## src/rtl/pipe_hazard_ctrl.sv

```systemverilog
`default_nettype none
// ============================================================================
// Module   : pipe_hazard_ctrl
// Brief    : ID-stage load-use / branch-register hazard stall and flush control.
//            Optional stall counters are enabled by defining HAZ_STALL_CNT_EN.
// Revision : 1.0 - initial release
// ============================================================================
module pipe_hazard_ctrl #(
    parameter int REG_AW        = 4,
    parameter int LOAD_LAT      = 1,
    parameter int ZERO_REG_HARD = 1
) (
    input  logic              clk,
    input  logic              rst_n,
    input  logic              id_valid,
    input  logic [REG_AW-1:0] id_rs,
    input  logic [REG_AW-1:0] id_rt,
    input  logic              id_uses_rt,
    input  logic              id_is_brreg,
    input  logic              br_taken,
    input  logic [REG_AW-1:0] ex_rd,
    input  logic [REG_AW-1:0] mem_rd,
    input  logic              ex_regwrite,
    input  logic              mem_regwrite,
    input  logic              ex_memread,
    input  logic              mem_memread,
    output logic              stall,
    output logic              flush
`ifdef HAZ_STALL_CNT_EN
    ,
    output logic [15:0]       stall_cycles,
    output logic [15:0]       stall_events
`endif
);

    localparam int c_cnt_w = $clog2(LOAD_LAT + 2);
    localparam logic [c_cnt_w-1:0] c_one    = c_cnt_w'(1);
    localparam logic [c_cnt_w-1:0] c_lat    = c_cnt_w'(LOAD_LAT);
    localparam logic [c_cnt_w-1:0] c_lat_p1 = c_cnt_w'(LOAD_LAT + 1);

    typedef enum logic [0:0] {
        ST_IDLE = 1'b0,
        ST_HOLD = 1'b1
    } state_t;

    state_t               r_state;
    state_t               w_state_nxt;
    logic [c_cnt_w-1:0]   r_cnt;
    logic [c_cnt_w-1:0]   w_cnt_nxt;
    logic [c_cnt_w-1:0]   w_n;
    logic                 w_stall_raw;
    logic                 w_ex_rs;
    logic                 w_ex_rt;
    logic                 w_mem_rs;

    function automatic logic producer(input logic we, input logic [REG_AW-1:0] rd,
                                      input logic [REG_AW-1:0] r);
        return we && (rd == r) && ((ZERO_REG_HARD == 0) || (r != '0));
    endfunction

    assign w_ex_rs  = producer(ex_regwrite, ex_rd, id_rs);
    assign w_ex_rt  = producer(ex_regwrite, ex_rd, id_rt) && id_uses_rt;
    assign w_mem_rs = producer(mem_regwrite, mem_rd, id_rs);

    // N is the longest of every applicable candidate stall length.
    always_comb begin
        w_n = '0;
        if (id_valid) begin
            if (ex_memread && (w_ex_rs || w_ex_rt) && (c_lat > w_n))
                w_n = c_lat;
            if (id_is_brreg) begin
                if (w_ex_rs && !ex_memread && (c_one > w_n))
                    w_n = c_one;
                if (w_ex_rs && ex_memread && (c_lat_p1 > w_n))
                    w_n = c_lat_p1;
                if (w_mem_rs && mem_memread && (c_lat > w_n))
                    w_n = c_lat;
            end
        end
    end

    always_comb begin
        w_state_nxt = r_state;
        w_cnt_nxt   = r_cnt;
        w_stall_raw = 1'b0;
        case (r_state)
            ST_IDLE: begin
                w_stall_raw = (w_n != '0);
                if (w_n > c_one) begin
                    w_state_nxt = ST_HOLD;
                    w_cnt_nxt   = w_n - c_one;
                end
            end
            ST_HOLD: begin
                w_stall_raw = 1'b1;
                if (r_cnt == c_one) begin
                    w_state_nxt = ST_IDLE;
                    w_cnt_nxt   = '0;
                end else begin
                    w_cnt_nxt   = r_cnt - c_one;
                end
            end
            default: begin
                w_state_nxt = ST_IDLE;
                w_cnt_nxt   = '0;
            end
        endcase
    end

    always_ff @(posedge clk or negedge rst_n) begin
        if (!rst_n) begin
            r_state <= ST_IDLE;
            r_cnt   <= '0;
        end else begin
            r_state <= w_state_nxt;
            r_cnt   <= w_cnt_nxt;
        end
    end

    // Outputs drop with reset immediately, not at the next edge.
    assign stall = rst_n & w_stall_raw;
    assign flush = rst_n & br_taken & ~w_stall_raw;

`ifdef HAZ_STALL_CNT_EN
    logic [15:0] r_stall_cycles;
    logic [15:0] r_stall_events;

    always_ff @(posedge clk or negedge rst_n) begin
        if (!rst_n) begin
            r_stall_cycles <= '0;
            r_stall_events <= '0;
        end else begin
            if (w_stall_raw && (r_stall_cycles != 16'hFFFF))
                r_stall_cycles <= r_stall_cycles + 16'd1;
            if ((r_state == ST_IDLE) && w_stall_raw && (r_stall_events != 16'hFFFF))
                r_stall_events <= r_stall_events + 16'd1;
        end
    end

    assign stall_cycles = r_stall_cycles;
    assign stall_events = r_stall_events;
`endif

endmodule
`default_nettype wire

```

## config.mk

```make
export PLATFORM = sky130hd
export DESIGN_NAME = pipe_hazard_ctrl
export DESIGN_NICKNAME = d
export VERILOG_FILES = /design/src/rtl/pipe_hazard_ctrl.sv
export SDC_FILE = /design/constraint.sdc
export NUM_CORES = 1
export LEC_CHECK = 0
export CAP_MARGIN = 40
export CORE_AREA = 2 2 39 41
export DETAILED_ROUTE_END_ITERATION = 10
export DIE_AREA = 0 0 41 43
export GPL_ROUTABILITY_DRIVEN = 0
export PLACE_DENSITY = 0.68
export SKIP_CTS_REPAIR_TIMING = 1
export SLEW_MARGIN = 10
export SYNTH_ARGS = -nofsm -noshare
export SYNTH_HDL_FRONTEND = slang
export SYNTH_SLANG_ARGS = --single-unit
```

## constraint.sdc

```tcl
create_clock -name clk -period 1.5 [get_ports clk]
set_input_delay 0.15 -clock clk [delete_from_list [all_inputs] [get_ports clk]]
set_output_delay 0.15 -clock clk [all_outputs]
set_load 0.01 [all_outputs]
```

======== Word-level counts from Yosys, hierarchy flattened ========
Cells that the tools add are included.
operators by class
  add/subtract/negate cells ............... 2
  magnitude comparators ................... 4
  equality and inequality tests ........... 5
  muxes and demuxes ....................... 18
  bitwise operators ....................... 5
  reductions and logical operators ........ 19
operators by type and width
  cell                                                                             number
  2-bit two-way mux                                                                12
  1-bit logical AND                                                                14
  4-bit equality test                                                              3
  4-bit nonzero test                                                               2
  1-bit by 2-bit greater-than comparator with 1-bit output, first input constant   2
  1-bit one-hot mux with 2 select lines                                            2
  2-bit one-hot mux with 2 select lines                                            1
  2-bit by 1-bit subtractor with 2-bit output, second input constant               2
  1-bit AND                                                                        3
  1-bit two-way mux                                                                3
  2-bit by 1-bit equality test with 1-bit output, second input constant            1
  2-bit by 1-bit greater-than comparator with 1-bit output, second input constant  1
  2-bit greater-than comparator, first input constant                              1
  2-bit != test, second input constant                                             1
  1-bit NOT                                                                        2
  2-bit nonzero test                                                               1
  1-bit logical NOT                                                                1
  1-bit logical OR                                                                 1
word-level totals
  flip-flop bits (word level) ............. 3
  output and inout port bits .............. 2

======== Depth between registers and ports, before layout ========
Gate-level depths: netlist of the first run.
  depth after elaboration ................. 27
  depth in mapped cells ................... 5
  mapped depth without buffers ............ 5

======== Worst setup path before layout of the first run ========
No wires, ideal clock.
  path kind ............................... input port to output port
  from .................................... in id_rs[0]
  to ...................................... out flush
  arrival time ............................ 1.310 ns
  required time ........................... 1.350 ns
  setup slack ............................. 0.040 ns
  cell stages on the path ................. 5
  path buffers ............................ 0
  cells stage by stage .................... nor3_1 > o21ai_0 > a31oi_2 > a21oi_2 > o41ai_1
on the way
  longest elaborated chain between the ends .. 26
  elaborated cells on any way between the ends .. 33
ends and longest elaborated chain
  item                                                      RTL line  source
  start, declared                                           16        input logic [REG_AW-1:0] id_rs,
  4-bit equality test                                       58        return we && (rd == r) && ((ZERO_REG_HARD == 0) || (r != '0));
  1-bit logical AND (2 in a row)                            58
  1-bit logical OR                                          69        if (ex_memread && (w_ex_rs || w_ex_rt) && (c_lat > w_n))
  1-bit logical AND                                         69
  1-bit two-way mux                                         69
  2-bit two-way mux                                         68        if (id_valid) begin
  1-bit by 2-bit greater-than comparator with 1-bit output  72        if (w_ex_rs && !ex_memread && (c_one > w_n))
  1-bit logical AND                                         72
  [9 not listed]                                            n/a
  1-bit logical AND                                         76        if (w_mem_rs && mem_memread && (c_lat > w_n))
  2-bit two-way mux                                         76
  2-bit two-way mux (*)                                     71        if (id_is_brreg) begin
  2-bit two-way mux (*)                                     68
  2-bit nonzero test (*)                                    88        w_stall_raw = (w_n != '0);
  1-bit one-hot mux with 2 select lines (*)                 86        case (r_state)
  1-bit NOT (*)                                             122       assign flush = rst_n & br_taken & ~w_stall_raw;
  1-bit AND (*)                                             122
  end, declared                                             28        output logic flush
Mark *: on every way between the ends. The rest lies on a longest branch, timed or not. The select of a mux whose other input is x is not followed.

======== Worst setup path in the final report of the first run ========
  from .................................... in mem_rd[3]
  to ...................................... out stall
on the way
  longest elaborated chain between the ends .. 11
ends and longest elaborated chain
  item                                   RTL line  source
  start, declared                        22        input logic [REG_AW-1:0] mem_rd,
  4-bit equality test                    58
  1-bit logical AND (2 in a row)         58
  1-bit logical AND (2 in a row)         76
  2-bit two-way mux                      76
  2-bit two-way mux                      71
  2-bit two-way mux                      68
  2-bit nonzero test                     88
  1-bit one-hot mux with 2 select lines  86
  1-bit AND                              121       assign stall = rst_n & w_stall_raw;
  end, declared                          27        output logic stall,
No other way between the ends.

==> results.txt, run 1 <==
Worst slew margin = 85.7%
CTS buffer count = 3
Tightest Hold Check Type = in2async
row count = 14
most frequent cells in the layout = dlymetal6s2s_1 (13), buf_4 (11), clkdlybuf4s50_1 (7)
YS warnings = 0
status = finished, violations left
CTS Sinks = 3
crit end category = output port
clock share of power = 29.3%
clock transition at the registers of the reported paths = 0.04 ns
drt initial violations = 6
skew final = 0.00223 ns
die height = 43 um
I/O pin count = 28
Overflow after GRT = 0
NumNets Final = 117
maximum vdd drop = 0.196 mV
WHS = 0.212 ns
Die W = 41 um
dominant synthesized flop cell = dfrtp_1
initial antenna violation count = 0
worst slew pin tran = 0.213 ns
Initial Util = 26.9%
P_leak = 0.457 nW
Synth top area share = 20.1%
DRC = 0
Flop pwr share = 26.8%
crit path DAT = 1.45 ns
Fin Setup TNS = -0.179 ns
EDFF count, synth = 0
clk root buf = clkbuf_4
total nets after synthesis = 75
Avg Inst Size Synth = 7.77 um^2
RSZ-0062 raised after global routing = true
Internal = 0.000338 W
FMAX = 625 MHz
min cycle time layout = 1.60 ns
Synth area leader = dfrtp_1
CTS tree = done
combinational power share = 43.9%
Final Hold Fails = 0
fin crit share = 107%
DPL Wire Length = 983 um
drt via density = 4.87
vias in the first global route = 525
CTS Buffer Depth = 2
Worst EP required = 1.35 ns
largest net degree at the start of global routing = 7
H-Tree Depth = 1
CORE AREA = 1380 um^2
DR vias = 511
Routed WL = 1260 um
first-pass GRT wire length = 1880 um
DRT Pass-1 Iters = 3
Final Setup Violations = 2
asr flop ratio synth = 100%
Port Buf Inserts = 27
Yosys cell types = 25
Mapped Area = 373 um^2
wire per inst = 12.0 um
ant diodes = 0
layout cells sized above 1 = 34.8%
post-route setup slack = -0.100 ns
Gate Count Post-Synth = 48
top cells by area, synth = dfrtp_1 (20%), xor2_1 (12%), xnor2_1 (9.4%), nand2_1 (7.0%), o21ai_0 (5.4%)
startpoint types = input pin
Seq/Total Area, Yosys = 20.1%
Slew Viols, Final = 0
sw power = 0.000150 W
GRT Total Usage = 15.1%
Sw Ratio = 30.8%
CP Class = in2out
Pwr Density = 581 nW/um^2
max_cap viols = 0
most common cell after layout, fill and taps aside = dlymetal6s2s_1
Clock Latency Late Sink = 0.23 ns
CP Max Fanout = 2
Final Core Density = 60.8%
Yosys reg bits = 3
Die ar. = 1760 um^2
Layout area overhead = 126%
failing checks = negative setup slack
antenna-violating nets left = 0
[synthesized netlist by cell type (all sizes together), types with 2 or more instances]
| cell | instances |
|---|---|
| dfrtp | 3 |
| or3 | 2 |
| xnor2 | 4 |
| nand2 | 7 |
| o21ai | 4 |
| nand3 | 3 |
| nor3 | 3 |
| a31oi | 2 |
| xor2 | 5 |
[state kept, by name, indices dropped and copies added (netlist names)]
register  cells
r_cnt         2
r_state       1
[power groups by stage]
stage | logic [W] | clock network, W | registers [W]
2_1_floorplan | 0.0000880 | 0 | 0.000123
3_3_place_gp | 0.000200 | 0 | 0.000129
3_5_place_dp | 0.000212 | 0 | 0.000128
4_1_cts | 0.000211 | 0.000153 | 0.000130
5_1_grt | 0.000242 | 0.000161 | 0.000133
6_report | 0.000215 | 0.000143 | 0.000131
[path summary, 6_finish.rpt]
path                                      start              endpoint  slack, ns  depth (start not counted)
max                                   mem_rd[3]                 stall       -0.1                          6
min                                       rst_n     r_state$_DFF_PN0_       0.21                          2
max reg2reg                r_cnt[0]$_DFFE_PN0P_  r_cnt[0]$_DFFE_PN0P_       0.53                          3
min reg2reg                r_cnt[0]$_DFFE_PN0P_  r_cnt[0]$_DFFE_PN0P_       0.52                          1
max in group asynchronous                 rst_n  r_cnt[1]$_DFFE_PN0P_       1.19                          2
min in group clk                       id_rs[3]  r_cnt[0]$_DFFE_PN0P_       0.41                          5
[per-layer routing]
layer / global-route usage [%] / share of wire [%]
met5: 0 / 0
met4: 10.0 / 1.1
met3: 0 / 4.8
met2: 26.6 / 61
met1: 16.1 / 33
[worst max-delay path, stage by stage]
cell	delay (ns)
buf_6	0.09
or3_4	0.36
a2111o_1	0.43
a21oi_2	0.17
o31a_1	0.13
buf_2	0.12
[logic make-up (layout without fill, tap and decap cells)]
kind of cell	count (synthesis)	after routing	share of synthesized area, %
adder cells (fa/ha/maj)	1	1	3.36
XOR/XNOR	9	9	21.1
flip-flops	3	3	20.1
buffers and inverters	2	43	2.01
AND/OR/NAND/NOR	21	21	29.2
AO/OA/AOI/OAI	12	12	24.2
[cell type report]
class                           count  area, um^2
Clock buffer                        4        26.3
Fill cell                         118         543
Inverter                            1        3.75
Multi-Input combinational cell     43         334
Sequential cell                     3        75.1
Tap cell                           16        20.0
Timing Repair Buffer               38         382
[stage by stage]
| stage | std cells | area (um^2) | worst slack [ns] | power, W |
|---|---|---|---|---|
| 2_1_floorplan | 48 | 373 | 0.0398 | 0.000211 |
| 5_1_grt | 105 | 841 | -0.145 | 0.000536 |
| 6_report | 105 | 841 | -0.100 | 0.000489 |
| 3_5_place_dp | 101 | 742 | -0.939 | 0.000340 |
| 4_1_cts | 105 | 768 | -0.941 | 0.000493 |
| 3_3_place_gp | 101 | 742 | -0.915 | 0.000329 |
Power figures use the tool's default switching activity.
==> inputs of run 2 (changes only) <==
Settings changed: CORE_AREA 2 2 39 41 to 8 8 45 47, DIE_AREA 0 0 41 43 to 0 0 53 55.
==> run 2 against run 1 <==
  * The run still ends with negative setup slack left
  * Sequential cell count unchanged
  * Total power increased by 1.8%
  * Setup slack got worse by 0.031 ns
  * First-iteration DRC count decreased by 100%
  * Clock skew decreased by 0.0015 ns
  * Via count increased by 2.2%
  * Combinational power increased by 5%
  * Clock power about the same
  * Critical path depth unchanged
  * Highest routed layer unchanged
==> results.txt, run 2 (same netlist as run 1, synthesis figures left out) <==
met1 Track Usage GR = 10.6% (was 16.1%)
GRT Total Usage = 9.89% (was 15.1%)
die height = 55 um (was 43 um)
H-Tree Depth = 1 (unchanged)
crit end category = output port (unchanged)
non-filler cells, final = 108 (was 105)
drt initial violations = 0 (was 6)
CORE AREA = 1380 um^2 (unchanged)
CP Depth = 6 (unchanged)
R2R cell count = 3 (unchanged)
antenna-violating nets left = 0 (unchanged)
Clock Latency Late Sink = 0.23 ns (about the same)
CTS Buffer Depth = 2 (unchanged)
Final Core Density = 62.8% (was 60.8%)
sw power = 0.000153 W (was 0.000150 W)
CP Max Fanout = 2 (unchanged)
Largest register FFs = 2 (unchanged)
Die ar. = 2920 um^2 (was 1760 um^2)
CP Class = in2out (unchanged)
max_cap viols = 0 (unchanged)
vias in the first global route = 546 (was 525)
worst slew pin tran = 0.241 ns (was 0.213 ns)
NumNets Final = 120 (was 117)
Overflow after GRT = 0 (unchanged)
skew final = 0.000763 ns (was 0.00223 ns)
clock share of power = 29.0% (was 29.3%)
maximum vdd drop = 0.251 mV (was 0.196 mV)
row count = 14 (unchanged)
Fin Setup TNS = -0.239 ns (was -0.179 ns)
Final Setup Violations = 2 (unchanged)
status = finished, violations left (unchanged)
DR vias = 522 (was 511)
P_leak = 0.463 nW (was 0.457 nW)
Placed Cells incl. Taps = 103 (was 101)
CP cell instances = buf_6 -> or3_1 -> a2111o_1 -> a21oi_2 -> o31a_1 -> buf_2 (was buf_6 -> or3_4 -> a2111o_1 -> a21oi_2 -> o31a_1 -> buf_2)
Die W = 53 um (was 41 um)
I/O pin count = 28 (unchanged)
DPL Wire Length = 1110 um (was 983 um)
combinational power share = 45.2% (was 43.9%)
drt via density = 4.83 (was 4.87)
startpoint types = input pin (unchanged)
slowest cell on the critical path = a2111o_1 (unchanged)
most common cell after layout, fill and taps aside = buf_4 (was dlymetal6s2s_1)
crit path DAT = 1.48 ns (was 1.45 ns)
top flop regs = r_cnt (2), r_state (1) (unchanged)
Flop pwr share = 25.8% (was 26.8%)
Final Hold Fails = 0 (unchanged)
Layout area overhead = 133% (was 126%)
DRT Pass-1 Iters = 1 (was 3)
CTS tree = done (unchanged)
Pwr Density = 572 nW/um^2 (was 581 nW/um^2)
wire per inst = 12.6 um (was 12.0 um)
CTS Sinks = 3 (unchanged)
DRC = 0 (unchanged)
failing checks = negative setup slack (unchanged)
Worst slew margin = 83.9% (was 85.7%)
initial antenna violation count = 0 (unchanged)
fin crit share = 109% (was 107%)
Internal = 0.000344 W (was 0.000338 W)
post-route setup slack = -0.131 ns (was -0.100 ns)
max incr delay on CP = 0.44 ns (was 0.43 ns)
clock transition at the registers of the reported paths = 0.04 ns (about the same)
Top reg by flops = r_cnt (unchanged)
layout cells sized above 1 = 35.9% (was 34.8%)
met3 usage = 1.34% (was 0%)
Tightest Hold Check Type = in2async (unchanged)
GRT Max-Usage Layer = met2 (unchanged)
Crit path max-delay family = compound AO/OA/AOI/OAI gates (unchanged)
RSZ-0062 raised after global routing = true (unchanged)
CTS buffer count = 3 (unchanged)
GR met2 Demand/Resource = 17.2% (was 26.6%)
Worst EP required = 1.35 ns (about the same)
Initial Util = 26.9% (unchanged)
Sw Ratio = 30.8% (about the same)
Port Buf Inserts = 27 (unchanged)
min cycle time layout = 1.63 ns (was 1.60 ns)
Slew Viols, Final = 0 (unchanged)
WP buf/inv = 2 (unchanged)
largest net degree at the start of global routing = 7 (unchanged)
most frequent cells in the layout = buf_4 (14), dlymetal6s2s_1 (12), clkdlybuf4s50_1 (8) (was dlymetal6s2s_1 (13), buf_4 (11), clkdlybuf4s50_1 (7))
first-pass GRT wire length = 2200 um (was 1880 um)
FMAX = 613 MHz (was 625 MHz)
Routed WL = 1360 um (was 1260 um)
clk root buf = clkbuf_4 (unchanged)
ant diodes = 0 (unchanged)
## run 2: metrics by stage
stage	power (W)	hold WS, ns	cell area (um^2)	setup WS (ns)
after global routing	0.000549	0.220	870	-0.230
after detailed placement	0.000340	0.455	757	-0.952
after CTS	0.000497	0.204	783	-0.956
after floorplan	0.000211	-0.146	373	0.0398
final	0.000497	0.212	870	-0.131
after global placement	0.000333	0.454	757	-0.913
## run 2: worst reg2reg max path: cells and delay by family, from the launching register on
kind / cells / cell delay [ns]
flip-flops: 1 / 0.39
adder cells (fa/ha/maj): 1 / 0.20
AND/OR/NAND/NOR: 1 / 0.15
AO/OA/AOI/OAI: 1 / 0.14
## run 2: final timing paths
check / endpoint / slack (ns) / from
worst max-delay path: stall / -0.13 / mem_rd[3]
worst min register to register: r_cnt[0]$_DFFE_PN0P_ / 0.51 / r_cnt[0]$_DFFE_PN0P_
worst max register to register: r_cnt[0]$_DFFE_PN0P_ / 0.53 / r_cnt[0]$_DFFE_PN0P_
min in group clk: r_cnt[0]$_DFFE_PN0P_ / 0.42 / id_rs[3]
max in group asynchronous: r_cnt[0]$_DFFE_PN0P_ / 1.19 / rst_n
worst min-delay path: r_state$_DFF_PN0_ / 0.21 / rst_n
## run 2: routing by layer
metal  vias up  share of wire (%)  routed length (um)
met5         -                  0                   0
met4         0                1.9                  26
met3         4                6.4                  87
met2        19                 53                 724
met1       236                 38                 518
li1        263                  -                   -
## run 2: cell type report
cell class,instances,area [um^2]
inverter,1,3.75
fill,121,514
sequential,3,75.1
clock buffer,4,26.3
tap,16,20.0
timing repair buffer,41,402
multi-input combinational,43,343
## run 2: power groups by stage
stage / combinational [W] / clock, W / sequential, W
final: 0.000225 / 0.000144 / 0.000128
after global routing: 0.000252 / 0.000164 / 0.000133
after CTS: 0.000213 / 0.000156 / 0.000128
after detailed placement: 0.000214 / 0 / 0.000126
after global placement: 0.000204 / 0 / 0.000129
after floorplan: 0.0000880 / 0 / 0.000123
==> inputs of run 3 (changes only) <==
Settings changed: SKIP_CTS_REPAIR_TIMING 1 to unset.
==> run 3 against run 2 <==
  * The flow still finishes with violations (negative setup slack)
  * Worst hold slack barely moved
  * Combinational power barely moved
  * Total power fell by 0.41%
  * Setup slack got worse by 0.031 ns
  * Critical path type unchanged
  * Largest cell class unchanged
  * Highest routed layer unchanged
==> results.txt, run 3 (same netlist as run 1, synthesis figures left out) <==
GRT Total Usage = 10.2% (was 9.89%)
CORE AREA = 1380 um^2 (unchanged)
CP Max Fanout = 2 (unchanged)
clock transition at the registers of the reported paths = 0.04 ns (about the same)
P_leak = 0.400 nW (was 0.463 nW)
CTS buffer count = 3 (unchanged)
FMAX = 602 MHz (was 613 MHz)
Final Hold Fails = 0 (unchanged)
most frequent cells in the layout = buf_4 (17), dlygate4sd2_1 (10), clkdlybuf4s50_1 (7) (was buf_4 (14), dlymetal6s2s_1 (12), clkdlybuf4s50_1 (8))
DRT Pass-1 Iters = 1 (unchanged)
drt via density = 4.78 (was 4.83)
post-route setup slack = -0.161 ns (was -0.131 ns)
Layout area overhead = 129% (was 133%)
DPL Wire Length = 1110 um (unchanged)
skew final = 0.000762 ns (was 0.000763 ns)
Worst slew margin = 85.8% (was 83.9%)
vias in the first global route = 588 (was 546)
maximum vdd drop = 0.251 mV (about the same)
clock share of power = 29.2% (was 29.0%)
antenna-violating nets left = 0 (unchanged)
most common cell after layout, fill and taps aside = buf_4 (unchanged)
Final Core Density = 61.8% (was 62.8%)
Die W = 53 um (unchanged)
CP Class = in2out (unchanged)
H-Tree Depth = 1 (unchanged)
first-pass GRT wire length = 2280 um (was 2200 um)
max_cap viols = 0 (unchanged)
max incr delay on CP = 0.43 ns (was 0.44 ns)
Slew Viols, Final = 0 (unchanged)
row count = 14 (unchanged)
Pwr Density = 580 nW/um^2 (was 572 nW/um^2)
failing checks = negative setup slack (unchanged)
CTS Sinks = 3 (unchanged)
sw power = 0.000153 W (about the same)
crit end category = output port (unchanged)
crit path DAT = 1.51 ns (was 1.48 ns)
largest net degree at the start of global routing = 7 (unchanged)
Final Setup Violations = 2 (unchanged)
worst slew pin tran = 0.211 ns (was 0.241 ns)
fin crit share = 111% (was 109%)
DRC = 0 (unchanged)
top flop regs = r_cnt (2), r_state (1) (unchanged)
CP cell instances = buf_6 -> or3_1 -> a2111o_1 -> a21oi_2 -> buf_4 -> o41ai_2 -> buf_2 (was buf_6 -> or3_1 -> a2111o_1 -> a21oi_2 -> o31a_1 -> buf_2)
Initial Util = 26.9% (unchanged)
NumNets Final = 123 (was 120)
CTS tree = done (unchanged)
combinational power share = 45.0% (was 45.2%)
DR vias = 531 (was 522)
Sw Ratio = 30.9% (was 30.8%)
layout cells sized above 1 = 38.9% (was 35.9%)
die height = 55 um (unchanged)
RSZ-0062 raised after global routing = true (unchanged)
clk root buf = clkbuf_4 (unchanged)
Place WS = -0.952 ns (unchanged)
Top reg by flops = r_cnt (unchanged)
I/O pin count = 28 (unchanged)
Clock Latency Late Sink = 0.23 ns (about the same)
wire per inst = 11.9 um (was 12.6 um)
Overflow after GRT = 0 (unchanged)
Largest register FFs = 2 (unchanged)
min cycle time layout = 1.66 ns (was 1.63 ns)
Tightest Hold Check Type = in2async (unchanged)
CTS Buffer Depth = 2 (unchanged)
slowest cell on the critical path = a2111o_1 (unchanged)
Internal = 0.000342 W (was 0.000344 W)
startpoint types = input pin (unchanged)
Routed WL = 1330 um (was 1360 um)
Worst EP required = 1.35 ns (about the same)
initial antenna violation count = 0 (unchanged)
Port Buf Inserts = 27 (unchanged)
status = finished, violations left (unchanged)
ant diodes = 0 (unchanged)
WHS = 0.212 ns (about the same)
drt initial violations = 0 (unchanged)
Die ar. = 2920 um^2 (unchanged)
Flop pwr share = 25.9% (was 25.8%)
## run 3: cell types whose count changed in the layout (fill, tap and decap cells not counted), sizes merged
cell           delta
dlymetal6s2s     -10
clkdlybuf4s50     -1
clkdlybuf4s15     +1
buf               +3
dlygate4sd2      +10
## run 3: area by class of cell
class                      instances  area [um^2]
clock buffer                       4         26.3
fill                             131          529
tap                               16         20.0
multi-input combinational         43          343
timing repair buffer              44          387
sequential                         3         75.1
inverter                           1         3.75
## run 3: layer usage
layer,vias to the layer above,GRT usage (%),routed length [um]
li1,271,-,-
met1,241,10.6,530
met2,17,18.4,711
met3,2,1.34,73
met4,0,7.76,10
met5,-,0,0
## run 3: worst paths after layout
check | slack [ns] | end | start | cells past startpoint
max in group asynchronous | 1.19 | r_cnt[0]$_DFFE_PN0P_ | rst_n | 2
worst min register to register | 0.51 | r_cnt[0]$_DFFE_PN0P_ | r_cnt[0]$_DFFE_PN0P_ | 1
worst max register to register | 0.53 | r_cnt[0]$_DFFE_PN0P_ | r_cnt[0]$_DFFE_PN0P_ | 3
min in group clk | 0.50 | r_cnt[0]$_DFFE_PN0P_ | id_rs[3] | 6
worst max-delay path | -0.16 | flush | mem_rd[3] | 7
worst min-delay path | 0.21 | r_state$_DFF_PN0_ | rst_n | 2
## run 3: power groups by stage
stage / logic [W] / clock network, W / registers [W]
after floorplan: 0.0000880 / 0 / 0.000123
after global placement: 0.000204 / 0 / 0.000129
after detailed placement: 0.000214 / 0 / 0.000126
after CTS: 0.000218 / 0.000156 / 0.000128
after global routing: 0.000250 / 0.000164 / 0.000133
final: 0.000223 / 0.000144 / 0.000128
## run 3: critical path: cells and delay by family
kind	cells	cell delay [ns]
AO/OA/AOI/OAI	3	0.65
buffers and inverters	3	0.36
AND/OR/NAND/NOR	1	0.36
## run 3: timing repair
item                       in CTS  in global routing
hold buffers                    0                  0
buffers inserted                3                  1
gates resized for setup        55                  7
pin swaps                      11                  8
setup endpoints to repair       4                  2
## run 3: through the flow
stage	power [W]	std cells	instance area, um^2	TNS [ns]
floorplan	0.000211	48	373	0
global placement	0.000333	103	757	-2.38
detailed placement	0.000340	103	757	-2.66
CTS	0.000501	110	827	-0.263
global route	0.000547	111	855	-0.365
finish	0.000495	111	855	-0.248
==> variant 1 (settings of run 1) <==
Change the parameter `REG_AW` from 4 to 5.
--- a/src/rtl/pipe_hazard_ctrl.sv
+++ b/src/rtl/pipe_hazard_ctrl.sv
@@ -8,3 +8,3 @@
 module pipe_hazard_ctrl #(
-    parameter int REG_AW        = 4,
+    parameter int REG_AW        = 5,
     parameter int LOAD_LAT      = 1,
Interface: changed (resized ex_rd, id_rs, id_rt and mem_rd); port bits go from 28 to 32. No check against the original RTL was run, so the function may have changed too.
==> variant 1 against run 1 <==
The flow still finishes with violations (setup timing). Fmax shrank 2.7%. Core utilization is 5.2 points higher. Final area grew 8.5%. Combinational power increased by 14%. Non-clock buffer count rose by 5. Largest power group unchanged. Wire length increased by 5.0%. Sequential cell count unchanged. Area after synthesis up 7.0%. Power is 6.1% higher. Sequential share of layout area decreased by 0.70 points. Setup slack lost 0.044 ns.
==> variant 1: results <==
[synthesis]
avgSynthCellArea_um2 = 7.983
syn_nets = 81
synth-xor-area-share_pct = 30.72
yosysSeqAreaShare_pct = 18.81
synthTopCellsByArea = xor2_1, dfrtp_1, xnor2_1
synth.distinct_cells = 23
synth_compound_area_share_pct = 19.44
ys.flop_type = dfrtp_1

[placement]
placed_cells = 107
dp_hpwl_mm = 1.079
numPortBuffers = 31
placed_cell_area_um2 = 804.5

[sta]
skew_ns = 0.001908
totalNegativeSetupSlack_ns = -0.2400
worst_slack_ns = -0.1438
worstMarginPinSlew_ns = 0.3541
hold_ws_ns = 0.2351
finalSetupViolCount = 2

[power]
p_leak_nw = 0.5099
ir_worst_vdd_mv = 0.2325
power.internal_mw = 0.3567

[setup_path]
crit_arrival_ns = 1.49
rrSetupSlack_ns = 0.50

[outcome]
violations = setup timing
status = finished with violations

[detailed_routing]
wl_met2_um = 659
wire_per_inst_um = 11.71
routed-wl-met3_um = 183
drt_pass1_iterations = 2
drt-initial-drc-count = 2
wl_met1_um = 461
routed_wl_mm = 1.323

[layout]
fillers = 127
drive_gt1_share_pct = 36.08

[grt]
use_met3_pct = 7.853
grt_max_degree = 8
grt_pass1_vias = 542
grt_usage_pct = 17.02
grt_first_pass_wirelength_mm = 2.014

[hold_path]
hold_path_class = primary input to async pin
variant 1: worst max-delay path by stage:
stage,startpoint,to
floorplan,id_rs[1],flush
global placement,id_rs[0],stall
detailed placement,id_rs[0],stall
CTS,id_rs[0],stall
global route,id_rs[0],stall
finish,mem_regwrite,stall
variant 1: worst max-delay path: stages:
cell and delay [ns]:
clkdlybuf4s50_1 0.46, and3_1 0.16, a32oi_2 0.06, or3_1 0.37
a31oi_1 0.14, buf_2 0.15
variant 1: final cells by class:
class,instances,area (um2),area share (%)
clock buffers,4,26.28,2.881
inverters,2,7.507,0.8230
multi-input cells,45,369.1,40.47
flip-flops and latches,3,75.07,8.230
well taps,16,20.02,2.195
repair buffers,43,414.1,45.40
variant 1: power by group through the flow:
stage / Sequential [mW] / Clock (mW) / Combinational, mW
CTS: 0.130 / 0.150 / 0.237
detailed placement: 0.131 / 0 / 0.236
floorplan: 0.125 / 0 / 0.101
global route: 0.134 / 0.158 / 0.280
finish: 0.130 / 0.143 / 0.246
global placement: 0.128 / 0 / 0.228
==> variant 2 (settings of run 1) <==
Without the edit above. Change the parameter `ZERO_REG_HARD` from 1 to 0.
--- a/src/rtl/pipe_hazard_ctrl.sv
+++ b/src/rtl/pipe_hazard_ctrl.sv
@@ -10,3 +10,3 @@
     parameter int LOAD_LAT      = 1,
-    parameter int ZERO_REG_HARD = 1
+    parameter int ZERO_REG_HARD = 0
 ) (
Check against the original RTL: not equivalent (a bounded check fails within 4 cycles, from zero or initial values and one cycle with rst_n low).
==> variant 2 against run 1 <==
Sequential cell count is the same. Final area shrank 9.7%. Area after synthesis shrank 9.1%. Setup slack gained 0.14 ns. Fmax grew 9.8%. Non-clock buffer count shrank 8. Die area is the same. Power shrank 4.5%. Via count shrank 19%. Global-route usage shrank 1.9 points. Critical path type unchanged. Critical path depth is the same. Wire length shrank 18%.
==> variant 2: results <==
[sta]
finalSetupViolCount = 0
hold_ws_ns = 0.2597
slew-limit-headroom_pct = 82.41
skew_ns = 0.002986

[layout]
multi_input_area_share_pct = 36.90
buffers = 30
fillers = 119
top_regs = r_cnt: 2 flops, r_state: 1 flops
inv_count = 4
clock_area_share_pct = 3.460
seq-cell-share_pct = 9.885
nMultiInputCombCells = 35
drive_gt1_share_pct = 19.74
flops_and_latches = 3
layout.nets = 104
buf_share_pct = 45.14

[power]
ir_worst_vdd_mv = 0.1891
p_leak_nw = 0.4918

[detailed_routing]
routed-wl-met3_um = 57
wl_met1_um = 345
highest_layer = met4
drt_pass1_iterations = 2
routed_wl_mm = 1.036
drt-initial-drc-count = 1
wl_met2_um = 624
via_count = 412

[synthesis]
ys.flop_type = dfrtp_1
yosys_warnings = 0
synth-xor-area-share_pct = 31.00
synthAdderAreaFrac_pct = 3.690
synthTopCellsByArea = dfrtp_1, xor2_1, xnor2_1
yosysSeqAreaShare_pct = 22.14
syn_nets = 69
synthMuxAreaShare_pct = 2.952
synth_compound_area_share_pct = 9.594
yosys-top-cells-count = xor2_1, nand3_1, nor3_1, inv_1, xnor2_1
synth.distinct_cells = 17
syn-instance-count = 42

[hold_path]
hold_path_class = primary input to async pin

[grt]
grt_first_pass_wirelength_mm = 1.559
grt_use_met1_pct = 12.03
grt_pass1_vias = 438
grt_util_met2_pct = 23.44
grt_max_degree = 5
use_met3_pct = 0.5236
grt_usage_pct = 13.19

[setup_path]
rrSetupSlack_ns = 0.39
r2r_end = r_cnt[1]
cp-startpoint = mem_regwrite
crit_arrival_ns = 1.31
ff2ff_path_depth = 3
cp-endpoint = stall

[outcome]
status = finished clean

[clock_tree]
cts_root_buffer = clkbuf_4
htreeDepth = 1

[placement]
dp_hpwl_um = 831.3
-- variant 2: report_power, final --
part,total [mW],internal (mW),switching [mW]
Clock,0.144,0.0999,0.0445
Combinational,0.193,0.115,0.0780
Sequential,0.129,0.109,0.0206
-- variant 2: worst max-delay path: stages --
cell	delay (ns)
clkdlybuf4s50_1	0.42
nand3_2	0.09
nor3_2	0.04
a22o_1	0.20
o31a_1	0.27
buf_2	0.14
-- variant 2: stage by stage --
stage | setup WS (ns) | cell area, um2 | power, mW | cells | utilization (%)
after floorplan | 0.4017 | 339.1 | 0.2167 | 42 | -
after global placement | -0.5831 | 651.9 | 0.3195 | 88 | 47.11
after detailed placement | -0.6158 | 651.9 | 0.3235 | 88 | 47.11
after CTS | -0.6199 | 678.2 | 0.4801 | 92 | 49.01
after global routing | 0.0003691 | 759.5 | 0.5160 | 92 | 54.88
final | 0.04329 | 759.5 | 0.4666 | 92 | 54.88
